`src/rtl/dpwm_deadtime.sv`:
```
// Complementary PWM generator with dead-time insertion, period-boundary duty buffering
// and period-aligned strobes for ADC sampling and compensator pacing.
module dpwm_deadtime #(
   parameter int N_BITS       = 10,
   parameter int DEAD_CYCLES  = 4,
   parameter int D_MAX        = 972,
   parameter int SAMPLE_POINT = 512
) (
   input  logic              clk,
   input  logic              reset,
   input  logic              enable,
   input  logic [N_BITS-1:0] d_n_input,
   output logic              pwm_hs,
   output logic              pwm_ls,
   output logic [N_BITS-1:0] duty_active,
   output logic              period_start,
   output logic              adc_trig
);

   localparam int                DT_W      = $clog2(DEAD_CYCLES + 1);
   localparam logic [N_BITS-1:0] CNT_MAX   = '1;
   localparam logic [N_BITS-1:0] D_MAX_V   = N_BITS'(D_MAX);
   localparam logic [N_BITS-1:0] SAMPLE_V  = N_BITS'(SAMPLE_POINT);
   localparam logic [DT_W-1:0]   DT_LOAD   = DT_W'(DEAD_CYCLES - 1);

   typedef enum logic [1:0] {IDLE, DT, HS_ON, LS_ON} state_t;

   state_t            state;
   logic [N_BITS-1:0] cnt;
   logic [N_BITS-1:0] d_lat;
   logic [DT_W-1:0]   dt_cnt;
   logic              raw;

   function automatic logic [N_BITS-1:0] clamp(input logic [N_BITS-1:0] x);
      return (x > D_MAX_V) ? D_MAX_V : x;
   endfunction

   assign raw = (cnt < d_lat);

   always_ff @(posedge clk) begin
      if (reset) begin
         cnt    <= '0;
         d_lat  <= '0;
         state  <= IDLE;
         dt_cnt <= '0;
      end else begin
         cnt <= enable ? cnt + 1'b1 : '0;

         // While stopped the latch tracks the command so the first period starts with it.
         if (!enable || cnt == CNT_MAX)
            d_lat <= clamp(d_n_input);

         if (!enable) begin
            state <= IDLE;
         end else begin
            case (state)
               IDLE: begin
                  state  <= DT;
                  dt_cnt <= DT_LOAD;
               end
               DT: begin
                  if (dt_cnt != '0)
                     dt_cnt <= dt_cnt - 1'b1;
                  else
                     state <= raw ? HS_ON : LS_ON;
               end
               HS_ON: begin
                  if (!raw) begin
                     state  <= DT;
                     dt_cnt <= DT_LOAD;
                  end
               end
               LS_ON: begin
                  if (raw) begin
                     state  <= DT;
                     dt_cnt <= DT_LOAD;
                  end
               end
               default: state <= IDLE;
            endcase
         end
      end
   end

   assign pwm_hs      = (state == HS_ON);
   assign pwm_ls      = (state == LS_ON);
   assign duty_active = d_lat;

   // Strobes are held quiet while reset is asserted even though cnt already reads 0.
   assign period_start = enable & ~reset & (cnt == '0);
   assign adc_trig     = enable & ~reset & (cnt == SAMPLE_V);

endmodule

```
`config.mk`:
```
export PLATFORM = sky130hd
export DESIGN_NAME = dpwm_deadtime
export DESIGN_NICKNAME = d
export VERILOG_FILES = /design/src/rtl/dpwm_deadtime.sv
export SDC_FILE = /design/constraint.sdc
export NUM_CORES = 1
export LEC_CHECK = 0
export BUFFER_PORTS_ARGS = -buffer_cell sky130_fd_sc_hd__buf_2
export CORE_MARGIN = 2
export CORE_UTILIZATION = 58
export CTS_CLUSTER_DIAMETER = 60
export DETAILED_ROUTE_END_ITERATION = 6
export HOLD_SLACK_MARGIN = 0.05
export PLACE_DENSITY = 0.94
export REMOVE_ABC_BUFFERS = 1
export SYNTH_ARGS = -nofsm -noshare
export SYNTH_HDL_FRONTEND = slang
export SYNTH_SLANG_ARGS = --single-unit
```
`constraint.sdc`:
```
create_clock -name clk -period 3.79 [get_ports clk]
set_clock_uncertainty 0.2 [all_clocks]
set_input_delay 0.5685 -clock clk [delete_from_list [all_inputs] [get_ports clk]]
set_output_delay 0.5685 -clock clk [all_outputs]
set_load 0.03 [all_outputs]
```
==> reports/metrics.cfg, run 1 <==
[sta]
min_period_ns=2.57
rsz0062_at_grt=false
setup-tns-final_ns=0
drv_slew=0
setup_viol_count_final=0
slew_headroom=0.681
max_freq_ghz=0.389
tightest_slew_ns=0.479
timing.final.crit_share=0.678
hold_violations=0

[cells_and_area]
final_nets=223
drive_gt1_frac=0.173
multi_input_area_um2=817
regArea_um2=500
finalNonFillerCells=224
antenna_cells=0
layout.cells.most_common_list=buf_2 (26), dfxtp_1 (25), nand2_1 (19), inv_1 (16), a21oi_1 (15)
nFillCells=183
area_growth_syn_to_layout_pct=12.4
mostFrequentLayoutCell=buf_2

[cts]
hold_buffers=0
insertion_delay_ns=0.32
clock_sinks=25
cts_resized=0
clk_pin_slew_ns=0.14
cts_tree=built
cts_max_path_buffers=2
post_cts_buffers=0
htree_levels=1
numCtsBuffers=3
cts-root-buf=clkbuf_4

[synth]
ys_ff_latch=25
ys_async_sr_fraction=0
synthCells=171
synth_edf_count=0
yosysSeqAreaShare=0.358
yosys_warnings=0
avgSynthCellArea_um2=8.17
ys.flop_type=dfxtp_1
netlist-cell-type-count=33
syn_area_mm2=0.00140

[route]
drc=0
postRouteAntennaNets=0
wl_per_cell_um=13.6
firstDrtPassIters=7
drtIter0Drc=49
drt-total-wl_um=3060
vias=1277
viasPerCell=5.70

[floorplanning]
die_area_mm2=0.00282
die_h_um=53.1
num_rows=17
io_pins=27
die_width_um=53.1
start_util=0.620
core_mm2=0.00225

[worst_setup_path]
arrival_ns=1.80
crit_path_end_kind=primary output
r2r-start=duty_active[7]
worstSetupEndpoint=adc_trig
required_ns=3.02
r2r_cells=7
timing.rr.end=dt_cnt[1]
cp-start-kind=primary input
rrSetupSlack_ns=1.30
critPathMaxFanout=15
path_class=in -> out
setup.worst_path.start=reset

[grt]
grt_pass1_wl_um=5000
grt_max_degree=16
grt.total_usage=0.244
grt_pass1_vias=1203
grt-ovfl-total=0
antenna_found_initial=0

[run]
max-cap-violations=0

[power_and_ir_drop]
p_total_mw=0.513
peakVddDrop_v=0.000272
powerDensity_mw_per_mm2=327
cellLeakagePower_nw=0.710

[placed_design]
dp.final_hpwl_um=2300
numPortBuffers=26
globalplace.congestion=0.812
dp_cells=220

[hold_path]
hold_path.class=reg -> reg

[run_status]
status=completed

==> kinds of logic (layout without fill, tap and decap cells) <==
kind of cell             Yosys count  after routing  share of synthesized area
buffers and inverters             21             46                     0.0573
flip-flops                        25             25                      0.358
AND/OR/NAND/NOR                   69             69                      0.255
adder cells (fa/ha/maj)           13             13                      0.116
XOR/XNOR                           6              6                     0.0376
AO/OA/AOI/OAI                     33             33                      0.146
multiplexers                       4              4                     0.0295
==> cell usage after synthesis, types with 2 or more instances <==
library cell	n	area share
mux2i_1	3	0.021
o21a_1	2	0.011
nand4_1	3	0.013
or3_1	2	0.0090
nand2_1	19	0.051
a41oi_1	2	0.013
nor2_1	13	0.035
xor2_1	5	0.031
inv_1	16	0.043
nand3_1	12	0.043
o21ai_0	6	0.021
nor3_1	5	0.018
a211oi_1	3	0.016
nor2b_1	2	0.0090
a21oi_1	15	0.054
ha_1	13	0.12
a21o_1	2	0.011
clkbuf_1	4	0.011
and2_1	2	0.0090
nand2b_1	5	0.022
dfxtp_1	25	0.36
==> metrics by stage <==
stage / instance area, µm² / utilization / setup WS (ns) / hold slack [ns]
4_1_cts: 1570 / 0.696 / 1.23 / 0.279
3_5_place_dp: 1540 / 0.684 / 1.24 / 0.261
3_3_place_gp: 1540 / 0.684 / 1.26 / 0.254
6_report: 1570 / 0.696 / 1.22 / 0.275
5_1_grt: 1570 / 0.696 / 0.981 / 0.300
2_1_floorplan: 1380 / - / 1.34 / 0.241
==> state kept, by name, summed over array words and instances, names as in the netlist <==
| signal | flops |
|---|---|
| cnt | 10 |
| duty_active | 10 |
| dt_cnt | 3 |
| state | 2 |
==> power breakdown <==
group	total, mW	leakage [nW]	switching, mW	internal [mW]
clock	0.123	0.0177	0.0837	0.0396
combinational	0.106	0.488	0.0654	0.0406
sequential	0.284	0.205	0.00877	0.275
==> worst min path at each step <==
stage / startpoint / end / cells after the start
after floorplan: cnt[0] / cnt[0] / 1
after global placement: duty_active[5] / duty_active[5] / 2
after detailed placement: duty_active[6] / duty_active[6] / 2
after CTS: duty_active[6] / duty_active[6] / 2
after global routing: d_n_input[6] / duty_active[6] / 3
final: duty_active[4] / duty_active[4] / 2
==> final cells by class <==
| class | count | area share |
|---|---|---|
| Clock buffer | 3 | 0.0143 |
| Clock inverter | 1 | 0.00319 |
| Inverter | 16 | 0.0382 |
| Multi-Input combinational cell | 125 | 0.520 |
| Sequential cell | 25 | 0.319 |
| Tap cell | 28 | 0.0223 |
| Timing Repair Buffer | 26 | 0.0829 |
==> metal layers <==
layer,up-vias,share of wire,global-route usage
met5,-,0,0
met2,44,0.53,0.494
met1,588,0.41,0.245
met3,8,0.046,0.0452
met4,0,0.013,0.0726
li1,637,-,-
==> worst max-delay path: stages <==
cell	delay (ns)
buf_2	0.18
nand2b_1	0.38
nor3_1	0.23
nand4b_1	0.14
nor2_1	0.10
buf_2	0.20
Note: power is estimated with default switching activity, not from simulation.
==> run 2, diff against run 1 <==
- CORE_UTILIZATION: 58 -> 54
- PLACE_DENSITY: 0.94 -> 0.89
- clock period: 3.79 -> 2.7 ns (I/O delays scaled with it)
==> run 2 against run 1 <==
Net effect: setup slack worse by 0.96 ns; global-route usage down 2.5 points; critical path depth unchanged; first-iteration DRC count down 53%; cell area up 0.56%; sequential power up 40%; highest routed layer unchanged.
==> reports/metrics.cfg, run 2 (synthesis results as in run 1) <==
[worst_setup_path]
setup.worst_path.start=cnt[7]  ; was reset
crit_path_end_kind=flip-flop  ; was primary output
cp_slowest_cell=dfxtp_1  ; was nand2b_1
cp-start-kind=flip-flop  ; was primary input
r2r_cells=6  ; was 7
slowest_delay_ns=0.45  ; was 0.38 ns
cpLargestDelayFamily=multiplexers  ; was simple AND/OR/NAND/NOR gates
arrival_ns=2.46  ; was 1.80 ns
timing.rr.end=dt_cnt[1]  ; unchanged
critPathMaxFanout=5  ; was 15
crit_buf_inv=0  ; was 2
rrSetupSlack_ns=0.26  ; was 1.30 ns
path_cells=ha_1 > a211oi_1 > nor2_1 > nor4_4 > mux2i_1 > mux2_1  ; was buf_2 > nand2b_1 > nor3_1 > nand4b_1 > nor2_1 > buf_2
path_class=reg -> reg  ; was in -> out
required_ns=2.72  ; was 3.02 ns
r2r-start=cnt[7]  ; was duty_active[7]

[route]
drtIter0Drc=23  ; was 49
postRouteAntennaNets=0  ; unchanged
drt-total-wl_um=2830  ; was 3060 µm
drc=0  ; unchanged
vias=1272  ; was 1277
firstDrtPassIters=4  ; was 7
wl_per_cell_um=12.5  ; was 13.6 µm
viasPerCell=5.60  ; was 5.70

[hold_path]
hold_path.class=in -> reg  ; was reg -> reg
holdPathEnd=duty_active[6]  ; was duty_active[4]
hold_depth=3  ; was 2
hp-start=d_n_input[6]  ; was duty_active[4]

[cts]
post_cts_buffers=0  ; unchanged
clock_sinks=25  ; unchanged
cts_tree=built  ; unchanged
htree_levels=1  ; unchanged
insertion_delay_ns=0.32  ; about the same
clk_pin_slew_ns=0.13  ; was 0.14 ns
hold_buffers=0  ; unchanged
cts_max_path_buffers=2  ; unchanged
numCtsBuffers=3  ; unchanged
cts_resized=0  ; unchanged
cts-root-buf=clkbuf_4  ; unchanged

[sta]
max_freq_ghz=0.410
tightest_slew_ns=0.444  ; was 0.479 ns
timing.final.crit_share=0.904
min_period_ns=2.44
hold_ws_ns=0.123  ; was 0.275 ns
setup_viol_count_final=0  ; unchanged
hold_violations=0  ; unchanged
rsz0062_at_grt=false  ; unchanged
slew_headroom=0.704  ; was 0.681
setup-tns-final_ns=0  ; unchanged
drv_slew=0  ; unchanged

[floorplanning]
num_rows=18  ; was 17
die_h_um=54.9  ; was 53.1 µm
die_width_um=54.9  ; was 53.1 µm
core_mm2=0.00245  ; was 0.00225 mm²
start_util=0.569  ; was 0.620
die_area_mm2=0.00301  ; was 0.00282 mm²
io_pins=27  ; unchanged

[cells_and_area]
regArea_um2=500  ; unchanged
fin_util=0.643  ; was 0.696
final_nets=224  ; was 223
mostFrequentLayoutCell=buf_2  ; unchanged
nFillCells=230  ; was 183
drive_gt1_frac=0.173  ; about the same
finalInstanceArea_mm2=0.00158  ; was 0.00157 mm²
antenna_cells=0  ; unchanged
area_growth_syn_to_layout_pct=13.0  ; was 12.4%
multi_input_area_um2=817  ; unchanged
layout.cells.most_common_list=buf_2 (26), dfxtp_1 (25), nand2_1 (19), inv_1 (16), a21oi_1 (15)  ; unchanged

[grt]
grt_pass1_vias=1161  ; was 1203
grt_max_degree=16  ; unchanged
grt_pass1_wl_um=4680  ; was 5000 µm
grt-ovfl-total=0  ; unchanged
antenna_found_initial=0  ; unchanged
grt.total_usage=0.219  ; was 0.244

[power_and_ir_drop]
powerDensity_mw_per_mm2=451  ; was 327 mW/mm²
peakVddDrop_v=0.000376  ; was 0.000272 V
cellLeakagePower_nw=0.712  ; was 0.710 nW
p_total_mw=0.712  ; was 0.513 mW

[run]
max-cap-violations=0  ; unchanged

[placed_design]
dp.final_hpwl_um=2160  ; was 2300 µm
globalplace.congestion=0.810  ; was 0.812
numPortBuffers=26  ; unchanged
dpl_cell_area_mm2=0.00155  ; was 0.00154 mm²

[run_status]
status=completed  ; unchanged

run 2: cell types whose count changed in the layout (fill, tap and decap cells not counted):
cell,change
buf_4,+1
clkbuf_1,+1
clkinv_2,-1
run 2: worst register-to-register path, delay by kind of cell, from the launching register on:
kind / cells / cell delay, ns
muxes: 2 / 0.65
and+or+nand+nor: 2 / 0.52
DFF: 1 / 0.45
adders and majority gates: 1 / 0.28
AOI/OAI and AO/OA: 1 / 0.25
run 2: cell type report:
type,instances,area share
Inverter,16,0.0380
Sequential cell,25,0.317
Clock buffer,4,0.0166
Tap cell,30,0.0238
Multi-Input combinational cell,125,0.517
Timing Repair Buffer,27,0.0872
run 2: how the worst max path moves through the flow:
stage | depth (start not counted) | endpoint | slack (ns)
2_1_floorplan | 7 | dt_cnt[1] | 0.25
3_3_place_gp | 7 | dt_cnt[1] | 0.39
3_5_place_dp | 7 | dt_cnt[1] | 0.27
4_1_cts | 7 | dt_cnt[1] | 0.26
5_1_grt | 7 | dt_cnt[1] | 0.14
6_report | 6 | dt_cnt[1] | 0.26
run 2: routing by layer:
metal,GRT usage,wire [µm]
met3,0.0601,172
met1,0.229,1230
met5,0,0
met2,0.423,1410
met4,0.0500,27
run 2: per-stage QoR:
step / worst slack, ns / cells
final: 0.258 / 227
after floorplan: 0.251 / 166
after global placement: 0.394 / 223
after global routing: 0.143 / 227
after CTS: 0.259 / 227
after detailed placement: 0.275 / 223
run 2: power by group:
part | switching [mW] | internal (mW)
Sequential | 0.0115 | 0.386
Combinational | 0.0892 | 0.0575
Clock | 0.110 | 0.0579
Total | 0.211 | 0.501
